===== src/rtl/check_scan_ctrl_pkg.sv =====
// Shared definitions for the check/scan controller: FSM state encoding and
// the residue/modulus pair the checker tests every swept value against.
package check_scan_ctrl_pkg;

  typedef enum logic [1:0] {
    IDLE = 2'd0,
    SCAN = 2'd1,
    DONE = 2'd2
  } state_t;

  // A value is a hit when value mod HIT_MODULUS equals HIT_RESIDUE.
  localparam int unsigned HIT_MODULUS = 32'd4;
  localparam int unsigned HIT_RESIDUE = 32'd1;

endpackage


===== src/rtl/check_scan_ctrl_if.sv =====
// Control and output-stream bundle of the check/scan controller.
// slave is the controller side, master is the requester/consumer side.
interface check_scan_ctrl_if #(
  parameter int W = 4
) ();

  logic         start;
  logic         abort;
  logic         out_ready;
  logic         out_valid;
  logic [W:0]   out_val;
  logic         out_hit;
  logic         busy;
  logic         done;
  logic [W:0]   hit_cnt;

  modport master (
    output start, abort, out_ready,
    input  out_valid, out_val, out_hit, busy, done, hit_cnt
  );

  modport slave (
    input  start, abort, out_ready,
    output out_valid, out_val, out_hit, busy, done, hit_cnt
  );

endinterface


===== src/rtl/check_scan_ctrl_mod4_hit.sv =====
// Purely combinational checker: flags values whose residue mod 4 is 1.
module mod4_hit #(
  parameter int W = 4
) (
  input  logic [W:0] val,
  output logic       hit
);
  import check_scan_ctrl_pkg::*;

  localparam logic [W:0] MOD_C = (W+1)'(HIT_MODULUS);
  localparam logic [W:0] RES_C = (W+1)'(HIT_RESIDUE);

  // The modulus is a power of two, so this reduces to a low-bit compare.
  assign hit = ((val % MOD_C) == RES_C);

endmodule


===== src/rtl/check_scan_ctrl.sv =====
// Check/scan controller: sweeps a (W+1)-bit index from 0 to its maximum over
// a valid/ready stream, reporting the checker result for each value.
// Optional hit counter built only when CHECK_SCAN_HITCNT_EN is defined;
// otherwise hit_cnt is tied to zero.
module check_scan_ctrl #(
  parameter int W = 4
) (
  input  logic              clk,
  input  logic              rst,
  check_scan_ctrl_if.slave  bus
);
  import check_scan_ctrl_pkg::*;

  localparam logic [W:0] ZERO_C = {(W+1){1'b0}};
  localparam logic [W:0] ONE_C  = {{W{1'b0}}, 1'b1};
  localparam logic [W:0] LAST_C = {(W+1){1'b1}};

  state_t     state_r;
  state_t     state_nxt_s;
  logic [W:0] idx_r;
  logic       hit_s;
  logic       valid_s;
  logic       busy_s;
  logic       done_s;
  logic       accept_s;
  logic       xfer_s;
  logic       last_s;

  assign accept_s = (state_r == IDLE) && bus.start;
  assign xfer_s   = (state_r == SCAN) && bus.out_ready;
  assign last_s   = (idx_r == LAST_C);

  mod4_hit #(.W(W)) u_mod4_hit (
    .val (idx_r),
    .hit (hit_s)
  );

  // State register
  always_ff @(posedge clk) begin
    if (rst) begin
      state_r <= IDLE;
    end else begin
      state_r <= state_nxt_s;
    end
  end

  // Next-state logic; abort beats a simultaneous final transfer
  always_comb begin
    state_nxt_s = state_r;
    case (state_r)
      IDLE: begin
        if (bus.start) begin
          state_nxt_s = SCAN;
        end else begin
          state_nxt_s = IDLE;
        end
      end
      SCAN: begin
        if (bus.abort) begin
          state_nxt_s = IDLE;
        end else if (xfer_s && last_s) begin
          state_nxt_s = DONE;
        end else begin
          state_nxt_s = SCAN;
        end
      end
      DONE: begin
        state_nxt_s = IDLE;
      end
      default: begin
        state_nxt_s = IDLE;
      end
    endcase
  end

  // Output decode from the registered state only
  always_comb begin
    valid_s = 1'b0;
    busy_s  = 1'b0;
    done_s  = 1'b0;
    case (state_r)
      IDLE: begin
        valid_s = 1'b0;
        busy_s  = 1'b0;
        done_s  = 1'b0;
      end
      SCAN: begin
        valid_s = 1'b1;
        busy_s  = 1'b1;
        done_s  = 1'b0;
      end
      DONE: begin
        valid_s = 1'b0;
        busy_s  = 1'b1;
        done_s  = 1'b1;
      end
      default: begin
        valid_s = 1'b0;
        busy_s  = 1'b0;
        done_s  = 1'b0;
      end
    endcase
  end

  // Sweep index: cleared on accepted start, steps only on non-final transfers
  // so the value after the maximum is never presented.
  always_ff @(posedge clk) begin
    if (rst) begin
      idx_r <= ZERO_C;
    end else if (accept_s) begin
      idx_r <= ZERO_C;
    end else if (xfer_s && !last_s) begin
      idx_r <= idx_r + ONE_C;
    end else begin
      idx_r <= idx_r;
    end
  end

  assign bus.out_valid = valid_s;
  assign bus.busy      = busy_s;
  assign bus.done      = done_s;
  assign bus.out_val   = idx_r;
  assign bus.out_hit   = hit_s;

`ifdef CHECK_SCAN_HITCNT_EN
  logic [W:0] hit_cnt_r;

  // Hit counter: counts hit transfers (including one coinciding with abort),
  // holds through IDLE until the next accepted start.
  always_ff @(posedge clk) begin
    if (rst) begin
      hit_cnt_r <= ZERO_C;
    end else if (accept_s) begin
      hit_cnt_r <= ZERO_C;
    end else if (xfer_s && hit_s) begin
      hit_cnt_r <= hit_cnt_r + ONE_C;
    end else begin
      hit_cnt_r <= hit_cnt_r;
    end
  end

  assign bus.hit_cnt = hit_cnt_r;
`else
  assign bus.hit_cnt = ZERO_C;
`endif

endmodule


===== src/flat_wrapper.sv =====
// flat-port wrapper written by rule: the top's interface ports become plain ports
module check_scan_ctrl_flat import check_scan_ctrl_pkg::*;
#(
  parameter int W = 4
)
  (clk, rst, bus_start, bus_abort, bus_out_ready, bus_out_valid, bus_out_val, bus_out_hit, bus_busy, bus_done, bus_hit_cnt);
  check_scan_ctrl_if #(.W(W)) bus_i ();
  input  logic clk;
  input  logic rst;
  input wire logic [$bits(bus_i.start)-1:0] bus_start;
  input wire logic [$bits(bus_i.abort)-1:0] bus_abort;
  input wire logic [$bits(bus_i.out_ready)-1:0] bus_out_ready;
  output wire logic [$bits(bus_i.out_valid)-1:0] bus_out_valid;
  output wire logic [$bits(bus_i.out_val)-1:0] bus_out_val;
  output wire logic [$bits(bus_i.out_hit)-1:0] bus_out_hit;
  output wire logic [$bits(bus_i.busy)-1:0] bus_busy;
  output wire logic [$bits(bus_i.done)-1:0] bus_done;
  output wire logic [$bits(bus_i.hit_cnt)-1:0] bus_hit_cnt;
  assign bus_i.start = bus_start;
  assign bus_i.abort = bus_abort;
  assign bus_i.out_ready = bus_out_ready;
  assign bus_out_valid = bus_i.out_valid;
  assign bus_out_val = bus_i.out_val;
  assign bus_out_hit = bus_i.out_hit;
  assign bus_busy = bus_i.busy;
  assign bus_done = bus_i.done;
  assign bus_hit_cnt = bus_i.hit_cnt;
  check_scan_ctrl #(.W(W)) u_core (.clk(clk), .rst(rst), .bus(bus_i));
endmodule

===== config.mk =====
export PLATFORM = sky130hd
export DESIGN_NAME = check_scan_ctrl_flat
export DESIGN_NICKNAME = d
export VERILOG_FILES = /design/src/rtl/check_scan_ctrl_pkg.sv /design/src/rtl/check_scan_ctrl_if.sv /design/src/rtl/check_scan_ctrl_mod4_hit.sv /design/src/rtl/check_scan_ctrl.sv /design/src/flat_wrapper.sv
export SDC_FILE = /design/constraint.sdc
export NUM_CORES = 1
export LEC_CHECK = 0
export CAP_MARGIN = 0
export CORE_AREA = 5 5 42 44
export DETAILED_ROUTE_END_ITERATION = 10
export DIE_AREA = 0 0 47 49
export PLACE_DENSITY_LB_ADDON = 0.25
export SLEW_MARGIN = 20
export SYNTH_ARGS = -nofsm -noshare
export SYNTH_HDL_FRONTEND = slang
export SYNTH_SLANG_ARGS = --single-unit

===== constraint.sdc =====
create_clock -name clk -period 3.2 [get_ports clk]
set_input_delay 0.32 -clock clk [delete_from_list [all_inputs] [get_ports clk]]
set_output_delay 0.32 -clock clk [all_outputs]
set_load 0.01 [all_outputs]

==> results of run 1 <==
-- power groups by stage --
stage	Clock [uW]	Sequential, uW	Combinational, uW
global placement	0	91.7	27.0
finish	82.9	89.9	26.9
CTS	85.4	89.8	27.1
detailed placement	0	91.8	26.9
global route	90.8	90.1	30.0
floorplan	0	91.8	18.1
-- state kept, by name (all words and copies together) (netlist names) --
register and cells:
u_core.bus.out_val 5, u_core.state_r 2
-- layer usage --
layer	up-vias	routed length (um)	track usage, %
li1	168	-	-
met1	141	372	10.9
met2	11	338	9.73
met3	2	90	4.80
met4	0	9	5.53
met5	-	0	0
-- cell families (layout without fill, tap and decap cells) --
family / count (synthesis) / in the layout / synth area share, %
multiplexers: 1 / 1 / 2.42
flip-flops: 7 / 7 / 33.8
AO/OA/AOI/OAI: 5 / 5 / 7.55
AND/OR/NAND/NOR: 13 / 13 / 20.2
adder cells (fa/ha/maj): 6 / 6 / 18.1
buffers and inverters: 9 / 21 / 12.7
XOR/XNOR: 2 / 2 / 4.23
other: 1 / 5 / 0.905
-- critical path: cells and delay by family (launching register included) --
family | cells | cell delay, ps
buf+inv | 2 | 650
fa+ha+maj | 1 | 270
flops | 1 | 310
-- cells in the mapped netlist --
master,n
o21ai_0,1
xor2_1,2
and3_1,1
nor2_1,4
nand3b_4,1
nand2_1,2
mux2i_1,1
conb_1,1
buf_4,5
ha_1,6
dfxtp_1,7
a32oi_1,1
a21o_1,1
or2_2,1
inv_1,4
or3_1,1
a21oi_1,2
nor4b_1,1
nand3_1,1
nand4b_1,1
-- cell type report --
| type | instances | area share, % |
|---|---|---|
| Sequential cell | 7 | 24.7 |
| Tap cell | 16 | 3.52 |
| Multi-Input combinational cell | 32 | 41.6 |
| Inverter | 4 | 2.64 |
| Clock buffer | 4 | 4.63 |
| Timing Repair Buffer | 13 | 22.9 |
-- metrics by stage --
stage	cell area, um^2	setup slack [ps]	cells	power (uW)	hold slack [ps]
floorplan	429	1550	48	110	392
global placement	542	1510	72	119	490
detailed placement	542	1490	72	119	496
CTS	568	1390	76	202	505
global route	568	1310	76	211	544
finish	568	1410	76	200	501
-- final timing paths --
path	start	to	slack [ps]
hold reg to reg	u_core.bus.out_val[3]$_SDFFE_PP0P_	u_core.bus.out_val[3]$_SDFFE_PP0P_	500
setup reg to reg	u_core.bus.out_val[0]$_SDFFE_PP0P_	u_core.bus.out_val[3]$_SDFFE_PP0P_	1480
setup / recovery	u_core.state_r[1]$_SDFF_PP0_	bus_out_valid	1410
hold / removal	u_core.bus.out_val[3]$_SDFFE_PP0P_	u_core.bus.out_val[3]$_SDFFE_PP0P_	500
==> impl_metrics.ini, run 1 <==
[setup_path]
crit_path_max_fanout = 5
cp_data_arrival_time_ps = 1470
path_cells = inv_1 -> ha_1 -> clkdlybuf4s50_1
crit_path_end_kind = output port
cp_slowest_cell = clkdlybuf4s50_1
reg2regPathDepth = 6
worstSetupPathType = flop to output port
worstSetupStartpointType = flop
cp.required_ps = 2880
cpPeakStageDelay_ps = 580

[synthesis]
synth_largest_type_area_fraction_pct = 33.8
synth-seq-cells = 7
syn_area_per_cell_um2 = 9.41
syn_area_um2 = 414
seq_area_frac_synth_pct = 33.8
yosysTopAreaCell = dfxtp_1
synthCells = 44
ys_top_cells_by_area = dfxtp_1, ha_1, buf_4
synth_cell_type_count = 20
yosys_warnings = 0

[place]
place.detailed.hpwl_um = 613
gp_congestion = 0.682
portBuffers = 13

[power_and_ir_drop]
p_int_uw = 150
ir_drop_v = 0.000148
powerDensity_mw_per_mm2 = 351
seqPwrFrac_pct = 45.0
pwr-share-comb_pct = 13.5
clockPowerShare_pct = 41.5
p_switching_uw = 49.9
static-leakage-power_uw = 0.000252
sw_frac_of_total_pct = 25.0

[floorplan]
pin_count = 19
die_h_um = 49
rows = 14
dieWidth_um = 47
core_area_mm2 = 0.00140
initial_core_util_pct = 29.6
die_area_mm2 = 0.00230

[clock_network]
numCtsBuffers = 3
hold_buffers = 0
cts_setup_buffers = 0
cts_root_buf = clkbuf_4
clk_pin_slew_worst_paths_ps = 60
cts_buffer_depth = 2
cts_htree_levels = 1
clk_latency_ps = 250
cts_tree = yes
postCtsResizedCells = 0
cts.sinks = 7

[drt]
post_drt_wl_per_cell_um = 10.7
wl_um = 811
drc = 0
drtIter0Drc = 8
drtPass1Iterations = 3
vias = 322
ant_nets = 0
vias_per_cell = 4.24

[global_routing]
grt_max_degree = 7
grt_use_total_pct = 8.27
grt_pass1_vias = 316
grt_first_pass_wirelength_mm = 1.34
antenna_found_initial = 0
grt-ovfl-total = 0

[finish]
fillCellCount = 150
num_antenna_cells = 0
multi_input_area_um2 = 236
final_cell_mix = clkdlybuf4s50_1, dfxtp_1, ha_1
num-nets-final = 72
syn_to_final_growth_pct = 37.2
final_layout_size_suffix_gt1_share_pct = 8.33
final_common_cell = clkdlybuf4s50_1
final_util_pct = 40.5
final-seq-area_um2 = 140

[timing]
rsz0062_at_grt = false
finalHoldViolCount = 0
finalSetupTns_ps = 0
finClkSkew_ps = 0.0881
period_share_pct = 56.1
fmax_ghz = 0.557
finalMaxSlewViolations = 0
fin_crit_ps = 1790
final-setup-viol-count = 0

[min_path]
hold_path_depth = 2
worstHoldPathType = flop to flop

[flow_run]
maxCapViolations = 0

[outcome]
status = completed
No activity file was read; power rests on OpenSTA's default activity.
==> inputs of run 2 (changes only) <==
Clock period 3.2 ns to 1.8 ns, I/O delays scaled along.
==> impl_metrics.ini, run 2 (same netlist as run 1, synthesis figures left out) <==
[outcome]
status = completed

[floorplan]
initial_core_util_pct = 29.6
die_area_mm2 = 0.00230
rows = 14
core_area_mm2 = 0.00140
pin_count = 19
die_h_um = 49
dieWidth_um = 47

[global_routing]
grt_use_total_pct = 8.13
grt_first_pass_wirelength_mm = 1.32
grt_pass1_vias = 301
grt_max_degree = 7
antenna_found_initial = 0
grt-ovfl-total = 0

[min_path]
worstHoldPathType = flop to flop

[drt]
wl_um = 820
vias_per_cell = 4.17
drtIter0Drc = 3
post_drt_wl_per_cell_um = 10.5
drc = 0
drtPass1Iterations = 2
ant_nets = 0
vias = 325

[place]
place.detailed.hpwl_um = 643
gp_congestion = 0.684
placed_cells = 74
portBuffers = 13

[flow_run]
maxCapViolations = 0

[finish]
fillCellCount = 153
num-nets-final = 74
multi_input_area_um2 = 236
final_layout_size_suffix_gt1_share_pct = 11.3
instances_no_fill = 78
syn_to_final_growth_pct = 40.8
num_antenna_cells = 0
final-seq-area_um2 = 140
final_common_cell = clkdlybuf4s50_1
final_cell_mix = clkdlybuf4s50_1, dfxtp_1, ha_1
largest_register_ff_count = 5

[timing]
finalMaxSlewViolations = 0
finalSetupTns_ps = 0
finalHoldViolCount = 0
finClkSkew_ps = 6.00
final-setup-viol-count = 0
fmax_ghz = 0.604
rsz0062_at_grt = false
fin_crit_ps = 1660
period_share_pct = 92.0

[clock_network]
cts_tree = yes
cts.sinks = 7
clk_latency_ps = 250
numCtsBuffers = 3
clk_pin_slew_worst_paths_ps = 60
cts_root_buf = clkbuf_4
cts_setup_buffers = 0
cts_buffer_depth = 2
postCtsResizedCells = 0
hold_buffers = 0
cts_htree_levels = 1

[setup_path]
crit_path_max_fanout = 6
worstSetupStartpointType = flop
cp_data_arrival_time_ps = 1840
cp.required_ps = 1980
worstSetupPathType = flop to flop
crit_path_end_kind = flop

[power_and_ir_drop]
static-leakage-power_uw = 0.000263
ir_drop_v = 0.000467
powerDensity_mw_per_mm2 = 603
## run 2: cell types whose count changed in the layout (fill, tap and decap cells not counted)
cell,change
buf_4,+2
## run 2: worst max-delay path, stage by stage, from the launching register on
cell,delay (ps)
dfxtp_1,310
ha_1,210
and3_1,180
ha_1,200
nand3b_4,200
or3_1,360
a21oi_1,130
## run 2: path summary, 6_finish.rpt
check / start / endpoint / slack, ps / cells past startpoint
max: u_core.bus.out_val[0]$_SDFFE_PP0P_ / u_core.bus.out_val[3]$_SDFFE_PP0P_ / 140 / 6
min: u_core.bus.out_val[3]$_SDFFE_PP0P_ / u_core.bus.out_val[3]$_SDFFE_PP0P_ / 500 / 2
max reg2reg: u_core.bus.out_val[0]$_SDFFE_PP0P_ / u_core.bus.out_val[3]$_SDFFE_PP0P_ / 140 / 6
min reg2reg: u_core.bus.out_val[3]$_SDFFE_PP0P_ / u_core.bus.out_val[3]$_SDFFE_PP0P_ / 500 / 2
## run 2: power breakdown
group | total (uW) | switching (uW) | internal (uW)
Clock | 143 | 58.1 | 84.6
Sequential | 159 | 1.33 | 158
Combinational | 49.8 | 24.9 | 24.9
Total | 351 | 84.3 | 267
## run 2: metrics by stage
step                      util [%]  total power [uW]  cell area (um^2)  hold WS, ps  worst slack [ps]
final                         41.6               351               583          504               143
after global routing          41.6               368               583          546              48.5
after CTS                     41.6               358               583          512               137
after detailed placement      39.7               212               557          503               157
after global placement        39.7               212               557          492               166
after floorplan                  -               195               429          252               145
## run 2: cell type report
class	instances	area share [%]
repair buffers	15	24.9
inverters	4	2.58
flip-flops and latches	7	24.0
well taps	16	3.43
multi-input cells	32	40.6
clock buffers	4	4.51
## run 2: per-layer routing
metal / global-route usage (%) / vias up / part of all wire, %
li1: - / 174 / -
met1: 11.4 / 138 / 46
met3: 2.21 / 2 / 8.7
met5: 0 / - / 0
met4: 6.91 / 0 / 2.3
met2: 9.73 / 11 / 43
==> inputs of run 3 (changes only) <==
Settings changed: CTS_BUF_LIST from default to sky130_fd_sc_hd__clkbuf_4, CTS_CLUSTER_DIAMETER from default to 150.
==> impl_metrics.ini, run 3 (same netlist as run 1, synthesis figures left out) <==
[outcome]
status = completed

[floorplan]
die_area_mm2 = 0.00230
dieWidth_um = 47
rows = 14
initial_core_util_pct = 29.6
die_h_um = 49
pin_count = 19
core_area_mm2 = 0.00140

[drt]
drc = 0
drtPass1Iterations = 2
ant_nets = 0
post_drt_wl_per_cell_um = 10.5
vias = 325
drtIter0Drc = 3
wl_um = 820
vias_per_cell = 4.17

[flow_run]
maxCapViolations = 0

[setup_path]
cp_slowest_cell = or3_1
cp_data_arrival_time_ps = 1840
critPathBufInv = 0
crit_path_max_fanout = 6
worstSetupStartpointType = flop
crit_path_end_kind = flop
path_cells = ha_1 -> and3_1 -> ha_1 -> nand3b_4 -> or3_1 -> a21oi_1
worstSetupPathType = flop to flop
cpPeakStageDelay_ps = 360
cp.required_ps = 1980
cp_top_family = simple AND/OR/NAND/NOR gates
cpMostUsedCell = ha_1

[finish]
num_antenna_cells = 0
largest_register_ff_count = 5
final_cell_mix = clkdlybuf4s50_1, dfxtp_1, ha_1
final_layout_size_suffix_gt1_share_pct = 12.9
num-nets-final = 74
syn_to_final_growth_pct = 41.7
fillCellCount = 151
final_common_cell = clkdlybuf4s50_1

[clock_network]
cts_htree_levels = 1
hold_buffers = 0
clk_pin_slew_worst_paths_ps = 60
cts_tree = yes
postCtsResizedCells = 0
numCtsBuffers = 3
clk_latency_ps = 250
cts.sinks = 7
cts_setup_buffers = 0
cts_buffer_depth = 2
cts_root_buf = clkbuf_4

[timing]
rsz0062_at_grt = false
fmax_ghz = 0.604
finalHoldViolCount = 0
final-setup-viol-count = 0
period_share_pct = 92.0
finalMaxSlewViolations = 0
fin_crit_ps = 1660
finalSetupTns_ps = 0
finClkSkew_ps = 5.85

[global_routing]
grt_pass1_vias = 301
grt_use_total_pct = 8.13
grt_first_pass_wirelength_mm = 1.32
grt_max_degree = 7
antenna_found_initial = 0
grt-ovfl-total = 0

[power_and_ir_drop]
ir_drop_v = 0.000467
power_uw = 366
powerDensity_mw_per_mm2 = 624
static-leakage-power_uw = 0.000266

[place]
portBuffers = 13
gp_congestion = 0.684
place.detailed.hpwl_um = 643

[min_path]
worstHoldPathType = flop to flop
-- run 3: per-stage QoR --
stage | area [um^2] | instances | hold slack (ps) | worst slack, ps | util, %
final | 587 | 78 | 504 | 143 | 41.9
after CTS | 587 | 78 | 512 | 136 | 41.9
after detailed placement | 557 | 74 | 503 | 157 | 39.7
after global routing | 587 | 78 | 546 | 48.4 | 41.9
after global placement | 557 | 74 | 492 | 166 | 39.7
after floorplan | 429 | 48 | 252 | 145 | -
-- run 3: area by class of cell --
class,instances,area [um^2],share of cell area (%)
Tap cell,16,20.0,3.41
Inverter,4,15.0,2.56
Timing Repair Buffer,15,145,24.7
Sequential cell,7,140,23.9
Multi-Input combinational cell,32,236,40.3
Clock buffer,4,30.0,5.12
-- run 3: worst min-delay path: cells and delay by family, from the launching register on --
family	cells	cell delay, ps
DFF	1	330
AOI/OAI and AO/OA	2	130
-- run 3: layer usage --
layer / track usage (%) / part of all wire [%] / vias to the layer above
met5: 0 / 0 / -
met4: 6.91 / 2.3 / 0
met3: 2.21 / 8.7 / 2
met2: 9.73 / 43 / 11
met1: 11.4 / 46 / 138
li1: - / - / 174
-- run 3: path summary, 6_finish.rpt --
kind,from,to,slack [ps],cells past startpoint
worst max-delay path,u_core.bus.out_val[0]$_SDFFE_PP0P_,u_core.bus.out_val[3]$_SDFFE_PP0P_,140,6
worst min-delay path,u_core.bus.out_val[3]$_SDFFE_PP0P_,u_core.bus.out_val[3]$_SDFFE_PP0P_,500,2
worst max register to register,u_core.bus.out_val[0]$_SDFFE_PP0P_,u_core.bus.out_val[3]$_SDFFE_PP0P_,140,6
worst min register to register,u_core.bus.out_val[3]$_SDFFE_PP0P_,u_core.bus.out_val[3]$_SDFFE_PP0P_,500,2
-- run 3: where the power goes --
part | switching (uW) | leakage [uW] | total (uW) | internal (uW)
sequential | 1.33 | 0.0000567 | 159 | 158
clock | 58.0 | 0.0000184 | 158 | 99.6
combinational | 24.9 | 0.000191 | 49.8 | 24.9
